### src/rtl/seq_stream_scanner_pkg.sv
// Shared types and reset defaults for the stream scanner and its bit matcher.
package seq_stream_scanner_pkg;

    typedef enum logic [1:0] {
        IDLE  = 2'd0,
        SHIFT = 2'd1,
        DONE  = 2'd2
    } state_t;

    // Width of the per-bit length mask; equals the default maximum pattern length.
    localparam int MASK_W = 5;

    localparam logic [MASK_W-1:0] DEFAULT_PAT = 5'b10110;
    localparam int                DEFAULT_LEN = 5;

endpackage

### src/rtl/seq_stream_scanner_pattern_matcher.sv
// Serial matcher: shift history plus fill count; match registered one cycle after the completing bit.
// No backpressure: consumes one bit on every cycle bit_valid is high.
module pattern_matcher
    import seq_stream_scanner_pkg::*;
#(
    parameter int PAT_W = MASK_W,
    parameter int LEN_W = 3
) (
    input  logic             clk,
    input  logic             rst,
    input  logic             bit_valid,
    input  logic             serial_bit,
    input  logic             clear,
    input  logic [PAT_W-1:0] pattern,
    input  logic [LEN_W-1:0] len,
    output logic             match
);

    localparam int FILL_W = $clog2(PAT_W + 1);

    logic [PAT_W-1:0]  hist;
    logic [PAT_W-1:0]  hist_nxt;
    logic [PAT_W-1:0]  mask;
    logic [FILL_W-1:0] fill;
    logic [FILL_W-1:0] fill_nxt;
    logic              len_ok;
    logic              hit;

    always_comb begin
        hist_nxt = {hist[PAT_W-2:0], serial_bit};
        fill_nxt = (fill == FILL_W'(PAT_W)) ? fill : fill + FILL_W'(1);
        mask     = '0;
        for (int i = 0; i < PAT_W; i++) begin
            mask[i] = (i < int'(len));
        end
        len_ok = (len != '0) && (int'(len) <= PAT_W);
        // Only the newest len bits take part; older history is masked off.
        hit = bit_valid && len_ok && (int'(fill_nxt) >= int'(len))
              && (((hist_nxt ^ pattern) & mask) == '0);
    end

    always_ff @(posedge clk) begin
        if (rst || clear) begin
            hist  <= '0;
            fill  <= '0;
            match <= 1'b0;
        end else begin
            match <= hit;
            if (bit_valid) begin
                hist <= hist_nxt;
                fill <= fill_nxt;
            end
        end
    end

endmodule

### src/rtl/seq_stream_scanner.sv
// Word-to-bit serializer feeding a programmable pattern matcher with a saturating match counter.
// First bit enters the matcher the cycle after accept; in_ready only in IDLE or on the final bit of a non-last word.
module seq_stream_scanner
    import seq_stream_scanner_pkg::*;
#(
    parameter int               WORD_W  = 8,
    parameter int               PAT_W   = MASK_W,
    parameter int               LEN_W   = 3,
    parameter int               CNT_W   = 8,
    parameter logic [PAT_W-1:0] PAT_DEF = DEFAULT_PAT,
    parameter int               LEN_DEF = DEFAULT_LEN
) (
    input  logic              clk,
    input  logic              rst,
    input  logic              cfg_we,
    input  logic [PAT_W-1:0]  cfg_pattern,
    input  logic [LEN_W-1:0]  cfg_len,
    input  logic              in_valid,
    output logic              in_ready,
    input  logic [WORD_W-1:0] in_data,
    input  logic              in_last,
    input  logic              clr_count,
    output logic              match_pulse,
    output logic [CNT_W-1:0]  match_count,
    output logic              busy,
    output logic              done
);

    localparam int BC_W = (WORD_W > 1) ? $clog2(WORD_W) : 1;

    state_t            state;
    state_t            state_nxt;
    logic [WORD_W-1:0] shreg;
    logic [BC_W-1:0]   bit_cnt;
    logic              last_q;
    logic [PAT_W-1:0]  pat_q;
    logic [LEN_W-1:0]  len_q;
    logic              last_bit;
    logic              accept;
    logic              bit_valid;
    logic              match;

    assign last_bit = (bit_cnt == '0);
    assign accept   = in_valid && in_ready;

    always_ff @(posedge clk) begin
        if (rst) begin
            state <= IDLE;
        end else begin
            state <= state_nxt;
        end
    end

    always_comb begin
        state_nxt = state;
        in_ready  = 1'b0;
        busy      = 1'b0;
        done      = 1'b0;
        bit_valid = 1'b0;
        case (state)
            IDLE: begin
                in_ready = 1'b1;
                if (in_valid) begin
                    state_nxt = SHIFT;
                end
            end
            SHIFT: begin
                busy      = 1'b1;
                bit_valid = 1'b1;
                // Reloading on the final bit keeps a continuous stream bubble-free.
                in_ready  = last_bit && !last_q;
                if (last_bit && !(in_valid && !last_q)) begin
                    state_nxt = last_q ? DONE : IDLE;
                end
            end
            DONE: begin
                done      = 1'b1;
                state_nxt = IDLE;
            end
            default: state_nxt = IDLE;
        endcase
        if (rst) begin
            in_ready = 1'b0;
        end
    end

    always_ff @(posedge clk) begin
        if (rst) begin
            shreg   <= '0;
            bit_cnt <= '0;
            last_q  <= 1'b0;
            pat_q   <= PAT_DEF;
            len_q   <= LEN_W'(LEN_DEF);
        end else begin
            if (accept) begin
                shreg   <= in_data;
                bit_cnt <= BC_W'(WORD_W - 1);
                last_q  <= in_last;
            end else if (state == SHIFT) begin
                shreg   <= shreg << 1;
                bit_cnt <= bit_cnt - BC_W'(1);
            end
            // Config only changes between streams so a word never sees two patterns.
            if (cfg_we && (state == IDLE)) begin
                pat_q <= cfg_pattern;
                len_q <= cfg_len;
            end
        end
    end

    pattern_matcher #(
        .PAT_W (PAT_W),
        .LEN_W (LEN_W)
    ) u_matcher (
        .clk        (clk),
        .rst        (rst),
        .bit_valid  (bit_valid),
        .serial_bit (shreg[WORD_W-1]),
        .clear      (state == DONE),
        .pattern    (pat_q),
        .len        (len_q),
        .match      (match)
    );

    assign match_pulse = match;

    always_ff @(posedge clk) begin
        if (rst || clr_count) begin
            match_count <= '0;
        end else if (match && (match_count != '1)) begin
            match_count <= match_count + CNT_W'(1);
        end
    end

endmodule

### config.mk
export PLATFORM = sky130hd
export DESIGN_NAME = seq_stream_scanner
export DESIGN_NICKNAME = d
export VERILOG_FILES = /design/src/rtl/seq_stream_scanner_pkg.sv /design/src/rtl/seq_stream_scanner_pattern_matcher.sv /design/src/rtl/seq_stream_scanner.sv
export SDC_FILE = /design/constraint.sdc
export NUM_CORES = 1
export LEC_CHECK = 0
export BUFFER_PORTS_ARGS = -buffer_cell sky130_fd_sc_hd__buf_2
export CORE_ASPECT_RATIO = 2
export CORE_MARGIN = 2
export CORE_UTILIZATION = 50
export CTS_CLUSTER_DIAMETER = 50
export CTS_CLUSTER_SIZE = 25
export DETAILED_ROUTE_END_ITERATION = 8
export PLACE_DENSITY = 0.72
export SETUP_SLACK_MARGIN = 0.2
export SLEW_MARGIN = 20
export SYNTH_ARGS = -nofsm -noshare
export SYNTH_HDL_FRONTEND = slang
export SYNTH_HIERARCHICAL = 1
export SYNTH_SLANG_ARGS = --single-unit
### constraint.sdc
create_clock -name clk -period 2.03 [get_ports clk]
set_clock_uncertainty 0.2 [all_clocks]
set_input_delay 0.1015 -clock clk [delete_from_list [all_inputs] [get_ports clk]]
set_output_delay 0.1015 -clock clk [all_outputs]
set_load 0.05 [all_outputs]
Word level (Yosys, flattened, before mapping)
Index checks and enable logic that the tools add are counted.
{ "totals": {"register_bits": 38, "inputBits": 22, "wordCells": 61} }
{ "classes": {"addsub": 3, "order_cmp": 7, "reduce_logical": 20, "n_mux": 13, "n_eq_ne": 6, "bitwise": 2} }
{ "ops": {"columns": ["op", "n"], "rows": [
  ["2-to-1 mux 8 bit", 2],
  ["logical AND 1 bit", 10],
  ["2-to-1 mux 3 bit", 3],
  ["adder 8 x 1 -> 8 bit (second input constant)", 1],
  ["inequality test 8 bit (second input constant)", 1],
  ["< comparator 1 x 3 -> 1 bit (first input constant)", 2],
  ["< comparator 2 x 3 -> 1 bit (first input constant)", 2],
  ["2-to-1 mux 2 bit", 3],
  ["AND 5 bit", 1],
  ["logical NOT 5 bit", 1],
  ["XOR 5 bit", 1],
  ["inequality test 2 bit (second input constant)", 2],
  ["one-hot mux 2 bit (2 select lines)", 1],
  ["adder 3 x 1 -> 3 bit (second input constant)", 1],
  ["== test 3 bit (second input constant)", 1],
  [">= comparator 3 bit", 1],
  ["less-or-equal comparator 3 bit (second input constant)", 1],
  ["logical NOT 3 bit", 1],
  ["< comparator 3 bit (first input constant)", 1],
  ["2-to-1 mux 1 bit", 3],
  ["nonzero test 3 bit", 1],
  ["subtractor 3 x 1 -> 3 bit (second input constant)", 1],
  ["== test 2 x 1 -> 1 bit (second input constant)", 1],
  ["== test 2 bit (second input constant)", 1],
  ["6 further kinds", 8]
]} }

Longest topological paths before layout
Gate-level depths: netlist of run 1.
{ "depth": {"ltp_word": 6, "depth_mapped": 8, "ltp_nobuf": 8} }

Hierarchy
Netlist of run 1, hierarchy kept.
{ "modules_own_cells": {"columns": ["mod", "cells_each", "n_inst", "area_each_um2", "seq_area_each_um2"], "rows": [
  ["seq_stream_scanner", 145, 1, 1445.1, 600.6],
  ["pattern_matcher", 61, 1, 539.3, 160.2]
]} }

Least setup slack after synthesis of run 1
OpenSTA, ideal clock, no wires.
{ "synth_timing": {"path_kind": "register to output", "start": "register bit_cnt[0]", "end": "output port in_ready", "required_time_ns": 1.728, "arrival_ns": 1.983, "path_stages_with_launch": 6, "path_buffers": 0, "setup_slack_ns": -0.254, "cell_sequence": "dfxtp_1 > inv_1 > ha_1 > nor3b_4 > nor2_1 > nor3_1"} }
{ "synth_between": {"elab_chain_cells": 4} }
{ "synth_lines": {"columns": ["item", "line_no", "source"], "rows": [
  ["start: declaration", "seq_stream_scanner.sv:34", "logic [BC_W-1:0] bit_cnt;"],
  ["start signal: assignment", "seq_stream_scanner.sv:97", "bit_cnt <= BC_W'(WORD_W - 1);"],
  ["start signal: assignment", "seq_stream_scanner.sv:101", "bit_cnt <= bit_cnt - BC_W'(1);"],
  ["logical NOT 3 bit", "seq_stream_scanner.sv:43", "assign last_bit = (bit_cnt == '0);"],
  ["logical AND 1 bit", "seq_stream_scanner.sv:71", "in_ready = last_bit && !last_q;"],
  ["one-hot mux 1 bit (2 select lines)", "seq_stream_scanner.sv:60", "case (state)"],
  ["2-to-1 mux 1 bit", "seq_stream_scanner.sv:82", "if (rst) begin"],
  ["end: declaration", "seq_stream_scanner.sv:19", "output logic in_ready,"]
]} }
No other way between the ends.

Worst setup path after layout of run 1
{ "layout_timing": {"start": "register u_matcher.fill[1]", "end": "register u_matcher.match"} }
{ "layout_between": {"elab_chain_cells": 5} }
{ "layout_lines": {"columns": ["item", "line_no", "source"], "rows": [
  ["start: declaration", "seq_stream_scanner_pattern_matcher.sv:24", "logic [FILL_W-1:0] fill;"],
  ["start signal: assignment", "seq_stream_scanner_pattern_matcher.sv:51", "fill <= fill_nxt;"],
  ["adder 3 x 1 -> 3 bit or == test 3 bit (tied branches)", "seq_stream_scanner_pattern_matcher.sv:31", "fill_nxt = (fill == FILL_W'(PAT_W)) ? fill : fill + FILL_W'(1);"],
  ["2-to-1 mux 3 bit *", "seq_stream_scanner_pattern_matcher.sv:31", null],
  ["net u_matcher.fill_nxt[1]", "seq_stream_scanner_pattern_matcher.sv:25", "logic [FILL_W-1:0] fill_nxt;"],
  [">= comparator 3 bit *", "seq_stream_scanner_pattern_matcher.sv:38", "hit = bit_valid && len_ok && (int'(fill_nxt) >= int'(len))"],
  ["logical AND 1 bit *", "seq_stream_scanner_pattern_matcher.sv:38", null],
  ["logical AND 1 bit *", "seq_stream_scanner_pattern_matcher.sv:39", "&& (((hist_nxt ^ pattern) & mask) == '0);"],
  ["end signal: assignment", "seq_stream_scanner_pattern_matcher.sv:48", "match <= hit;"],
  ["end: declaration", "seq_stream_scanner_pattern_matcher.sv:16", "output logic match"]
]} }
The timed path passes the listed nets; every way through them passes the cells marked *.
A chain may end at the register's enable or synchronous reset.

==> results by group, run 1 <==
Outcome
  – Status: complete, no violations

Pwr
  – Clock power frac: 30.1%
  – Sw Pwr: 0.520 mW
  – Sw Ratio: 28.7%
  – Leakage: 1.09 nW
  – Comb pwr share: 23.1%
  – Pint: 1.29 mW
  – PD cells: 696 nW/um^2
  – Max VDD drop: 0.000642 V
  – Register share of total power: 46.9%

Floorplan
  – Starting density of the core: 51.6%
  – Core area: 3840 um^2
  – Die area: 4520 um^2
  – Io pins: 34
  – Die extent in y: 93.1 um
  – Die X: 48.5 um
  – Site row count: 32

Drt
  – Number of remaining DRC errors: 0
  – Post-Route WL: 4540 um
  – Antenna Nets Post-Route: 0
  – Avg WL per Cell: 14.2 um
  – Iter 0 DRT Violations: 14
  – Vias: 1707
  – 1st-pass router iterations: 4
  – Via/cell ratio: 5.35

Clocking
  – TritonCTS clock tree: built
  – Clock sink total: 38
  – # H-tree levels: 2
  – Clk_lat worst skew: 0.29 ns
  – Worst-case clock buffer depth: 2
  – Register clock-pin slew on the reported worst setup and hold paths: 0.07 ns
  – Root Buffer: clkbuf_8
  – TritonCTS buffer count: 5

STA
  – Worst-margin pin slew: 0.472 ns
  – Minimum clock period: 1.82 ns
  – Final setup fails: 0
  – Worst slew margin: 68.4%
  – Total count of hold-check failures in the final report: 0
  – Worst setup margin: 0.208 ns
  – Fin. max-slew vios: 0
  – Setup_tns: 0 ns
  – FMAX: 549 MHz
  – Fin crit share: 89.7%
  – RSZ-0062 raised after global routing: true

Placement
  – Count of input and output buffers: 33
  – Place WS: 0.139 ns
  – Global placer's final weighted congestion: 0.874
  – DP HPWL: 3170 um

Job
  – Maximum Capacitance Violations: 0

Synthesis
  – Post-synth EDFFs: 0
  – Post-synthesis compound-gate area fraction: 18.4%
  – Most instantiated cells after synthesis: 38 x dfxtp_1, 16 x mux2i_1, 13 x nand2_1, 11 x nor2_1
  – Synth warnings: 6
  – Area leader, netlist: dfxtp_1
  – Post-Synth Adder-Cell Area: 5.04%
  – Synth top area share: 38.3%
  – Mean Syn Cell Area: 9.63 um^2
  – Asr flop ratio synth: 0%
  – Top cells by area, synth: dfxtp_1 38%, mux2i_1 8.1%, ha_1 5.0%
  – Mux cell area share after synthesis: 9.96%
  – Main combinational cell family by area after synthesis: simple AND/OR/NAND/NOR gates
  – Syn Inst Count: 206
  – Synth cell types: 50
  – Main synth FF type: dfxtp_1
  – Simple-gate area share of the yosys netlist: 19.4%
  – XOR/XNOR share of the synthesized area: 3.97%
  – Net Count, Synth: 236
  – Post-synthesis sequential area ratio: 38.3%
  – Most common cell in the netlist: dfxtp_1
  – #FFs+latches synth: 38
  – Synth Cell Area: 1980 um^2

Finish
  – Nets: 297
  – ANT cells: 0
  – Share of post-route cells with drive strength above 1: 28.4%
  – Synthesis-to-finish area growth: 31.0%

Critical path
  – Critical Path Sink Type: register
  – Crit start category: register
  – Crit path DAT: 1.85 ns
  – Data required, critical path: 2.06 ns
  – Reg-to-reg setup timing slack: 0.21 ns
  – Worst reg2reg path endpoint: u_matcher/match$_SDFF_PP0_
  – Reg2reg start: u_matcher/fill[1]$_SDFFE_PP0P_
  – R2R cell count: 8
  – CP max FO: 3
  – Crit Path Category: reg -> reg

Global routing
  – Overflow after GRT: 0
  – Largest net degree at the start of global routing: 21
  – All-layer global routing usage: 22.0%
  – Vias in the first global route: 1786
  – First-pass GRT wire length: 7760 um
  – Initial antenna violation count: 0

Worst hold path
  – HP Start: cfg_we
  – Hold Path Stages: 4
  – HP Class: in -> reg
  – Worst Hold End: pat_q[4]$_SDFFE_PP1P_
-- power by group through the flow --
| stage | registers (mW) | logic, mW | clock network [mW] |
|---|---|---|---|
| floorplan | 0.849 | 0.260 | 0 |
| global placement | 0.858 | 0.327 | 0 |
| detailed placement | 0.859 | 0.336 | 0 |
| CTS | 0.843 | 0.381 | 0.562 |
| global route | 0.857 | 0.461 | 0.594 |
| finish | 0.848 | 0.417 | 0.544 |
-- kinds of logic (layout without fill, tap and decap cells) --
| kind of cell | after synthesis | count (layout) |
|---|---|---|
| flops | 38 | 38 |
| simple gates | 64 | 64 |
| fa+ha+maj | 8 | 8 |
| buf+inv | 17 | 79 |
| compound gates | 51 | 51 |
| xor+xnor | 9 | 9 |
| mux | 19 | 19 |
-- worst max path at each step --
stage | from | end | slack, ns | depth (start not counted)
3_5_place_dp | u_matcher/fill[1]$_SDFFE_PP0P_ | u_matcher/match$_SDFF_PP0_ | 0.14 | 8
5_1_grt | u_matcher/fill[0]$_SDFFE_PP0P_ | u_matcher/match$_SDFF_PP0_ | 0.13 | 7
4_1_cts | bit_cnt[1]$_SDFFE_PP0P_ | in_ready | 0.18 | 6
2_1_floorplan | bit_cnt[0]$_SDFFE_PP0P_ | in_ready | 0.16 | 5
6_report | u_matcher/fill[1]$_SDFFE_PP0P_ | u_matcher/match$_SDFF_PP0_ | 0.21 | 8
3_3_place_gp | u_matcher/fill[1]$_SDFFE_PP0P_ | u_matcher/match$_SDFF_PP0_ | 0.19 | 8
-- placed cells by master (no fill, tap or decap), types with 7 or more instances in the layout --
cell type / netlist / layout
dfxtp_1: 38 / 33
buf_2: 2 / 32
dlygate4sd3_1: 0 / 20
mux2i_1: 16 / 16
nand2_1: 13 / 13
nor2_1: 11 / 10
a21oi_1: 9 / 8
o211ai_1: 8 / 8
buf_4: 1 / 8
nor2b_1: 9 / 7
o31ai_1: 7 / 7
-- metrics by stage --
step / total power [mW] / cell area [um^2] / std cells / utilization (%) / hold WS, ns
final: 1.81 / 2600 / 319 / 67.6 / 0.227
after detailed placement: 1.20 / 2200 / 287 / 57.3 / 0.108
after global routing: 1.91 / 2600 / 319 / 67.6 / 0.260
after CTS: 1.79 / 2520 / 317 / 65.6 / 0.201
after floorplan: 1.11 / 1990 / 206 / - / 0.0194
after global placement: 1.19 / 2200 / 287 / 57.3 / 0.104
-- routing by layer --
layer	global-route usage, %	part of all wire (%)	vias to the layer above
li1	-	-	869
met1	21.6	37	808
met2	42.8	58	22
met3	4.31	2.2	8
met4	10.5	2.3	0
met5	0	0	-
-- repair_timing --
action                                  4_1_cts  5_1_grt
pin swaps                                     0        5
setup buffers                                 2        2
endpoints found under the setup margin        2        8
hold endpoints to repair                     20        0
gates resized for setup                       4       16
hold buffers                                 20        0
-- cell type report --
cell class,instances,area [um^2]
clock buffer,6,82.6
clock inverter,2,12.5
fill,340,1240
inverter,9,38.8
multi-input combinational,151,1180
sequential,38,769
tap,51,63.8
timing repair buffer,62,452
-- registers in the layout (all words and copies together) (netlist names) --
register	count
u_matcher/fill	3
pat_q	5
match_count	8
u_matcher/match	1
bit_cnt	3
len_q	3
u_matcher/hist	4
last_q	1
state	2
shreg	8
-- worst max-delay path, cell delays in order, from the launching register on --
cell     delay [ns]
dfxtp_2        0.35
inv_2          0.05
ha_4           0.25
a21bo_4        0.21
o21a_1         0.11
ha_1           0.27
nand2_1        0.05
o21ai_1        0.10
and4_1         0.18
(Power assumes the default switching activity.)
==> inputs of run 2 (changes only) <==
CORE_UTILIZATION = 55   (was 50)
PLACE_DENSITY = 0.78   (was 0.72)
TNS_END_PERCENT = 10   (was not set)
==> results by group, run 2 (synthesis results as in run 1) <==
Global routing
  – Met3 usage: 5.05% (+0.74 points)
  – Grt met1 use: 21.3% (-0.26 points)
  – Largest net degree at the start of global routing: 28 (+33%)
  – All-layer global routing usage: 24.7% (+2.7 points)
  – Initial antenna violation count: 0 (unchanged)
  – Vias in the first global route: 1749 (-2.1%)
  – Overflow after GRT: 0 (unchanged)
  – GRT Max-Usage Layer: met2
  – Grt met2 use: 48.7% (+5.9 points)
  – First-pass GRT wire length: 7310 um (-5.7%)

STA
  – FMAX: 542 MHz (-1.3%)
  – Worst-margin pin slew: 0.526 ns (+0.0538 ns)
  – Worst slew margin: 64.9% (-3.5 points)
  – Fin. max-slew vios: 0 (unchanged)
  – Worst hold margin: 0.0627 ns (-0.164 ns)
  – Minimum clock period: 1.85 ns (+0.0240 ns)
  – Total count of hold-check failures in the final report: 0 (unchanged)
  – RSZ-0062 raised after global routing: true
  – Setup_tns: 0 ns (unchanged)
  – Fin crit share: 90.9% (+1.2 points)
  – Final setup fails: 0 (unchanged)

Drt
  – 1st-pass router iterations: 4 (unchanged)
  – Post-Route WL: 4490 um (-1.2%)
  – Via/cell ratio: 5.46 (+2.1%)
  – Vias: 1721 (+0.82%)
  – Avg WL per Cell: 14.2 um (about the same)
  – Number of remaining DRC errors: 0 (unchanged)
  – Antenna Nets Post-Route: 0 (unchanged)
  – Iter 0 DRT Violations: 36 (+22)

Floorplan
  – Core area: 3420 um^2 (-11%)
  – Io pins: 34 (unchanged)
  – Die extent in y: 88.9 um (-4.5%)
  – Starting density of the core: 58.1% (+6.5 points)
  – Site row count: 30 (-6.3%)
  – Die area: 4130 um^2 (-8.5%)
  – Die X: 46.5 um (-4.3%)

Finish
  – Share of post-route cells with drive strength above 1: 26.6% (-1.8 points)
  – Most common cell after layout, fill and taps aside: dfxtp_1
  – Nets: 296 (-0.34%)
  – Most frequent cells in the layout: 35 x dfxtp_1, 32 x buf_2, 19 x dlygate4sd3_1
  – Fillcell total: 246 (-28%)
  – Non-Filler Instances: 315 (-1.3%)
  – Biggest regs: match_count x8, shreg x8, pat_q x5
  – Synthesis-to-finish area growth: 29.8%
  – ANT cells: 0 (unchanged)

Critical path
  – Crit start category: register
  – Max incr delay on CP: 0.33 ns (-0.02 ns)
  – Crit path DAT: 1.88 ns (+0.03 ns)
  – Critical Path Sink Type: register
  – CP max FO: 3 (unchanged)
  – Data required, critical path: 2.06 ns (about the same)
  – Crit Path Category: reg -> reg
  – CP top delay family: adder cells
  – Buf/Inv on CP: 1 (unchanged)
  – Max stage delay cell, worst path: dfxtp_2
  – Critical path cell sequence: inv_1, ha_4, a21bo_4, o21a_1, ha_1, nand2_1, o21ai_1, and4_1

Placement
  – Global placer's final weighted congestion: 0.748 (-14%)
  – Count of input and output buffers: 33 (unchanged)
  – DP HPWL: 3210 um (+1.1%)
  – Cells after DPL: 284 (-1.0%)

Clocking
  – Worst-case clock buffer depth: 2 (unchanged)
  – Register clock-pin slew on the reported worst setup and hold paths: 0.07 ns (about the same)
  – TritonCTS buffer count: 5 (unchanged)
  – Root Buffer: clkbuf_8
  – # H-tree levels: 2 (unchanged)
  – TritonCTS clock tree: built
  – Clock sink total: 38 (unchanged)
  – Clk_lat worst skew: 0.29 ns (about the same)

Pwr
  – PD cells: 736 nW/um^2 (+5.7%)
  – Leakage: 1.09 nW (-0.64%)
  – Max VDD drop: 0.000793 V (+24%)

Outcome
  – Status: complete, no violations

Job
  – Maximum Capacitance Violations: 0 (unchanged)

Worst hold path
  – HP Class: in -> reg
## run 2: through the flow
stage | setup slack, ns | util (%) | power [mW] | area (um^2)
CTS | 0.181 | 73.3 | 1.85 | 2500
global placement | 0.189 | 64.3 | 1.18 | 2200
finish | 0.184 | 75.4 | 1.89 | 2570
floorplan | 0.0559 | - | 1.11 | 1990
global route | 0.114 | 75.4 | 1.97 | 2570
detailed placement | 0.119 | 64.3 | 1.19 | 2200
## run 2: worst paths after layout
path	start	endpoint	slack, ns	cells past startpoint
worst min register to register	match_count[1]$_SDFFE_PP0P_	match_count[1]$_SDFFE_PP0P_	0.31	2
worst min-delay path	rst	pat_q[0]$_SDFFE_PP0P_	0.06	2
worst max-delay path	u_matcher/fill[1]$_SDFFE_PP0P_	u_matcher/match$_SDFF_PP0_	0.18	8
worst max register to register	u_matcher/fill[1]$_SDFFE_PP0P_	u_matcher/match$_SDFF_PP0_	0.18	8
## run 2: where the power goes
part / switching (mW) / internal (mW)
sequential: 0.0488 / 0.799
combinational: 0.199 / 0.214
clock: 0.266 / 0.368
## run 2: what timing repair did
item / in CTS / in global routing
buffers inserted: 1 / 3
pin swaps: 0 / 4
endpoints found under the setup margin: 2 / 9
hold buffers: 19 / 0
hold endpoints to repair: 19 / 0
gates resized for setup: 4 / 13
## run 2: cell type report
class | instances | area, um^2 | share of cell area (%)
clock buffers | 7 | 76.3 | 2.96
clock inverters | 1 | 30.0 | 1.17
inverters | 9 | 38.8 | 1.51
multi-input cells | 151 | 1170 | 45.6
flip-flops and latches | 38 | 767 | 29.8
well taps | 48 | 60.1 | 2.33
repair buffers | 61 | 429 | 16.7
## run 2: routing by layer
layer	vias up	wire, um	part of all wire, %
met4	0	100	2.2
met2	40	2650	59
li1	867	-	-
met1	803	1610	36
met3	11	133	3.0
met5	-	0	0
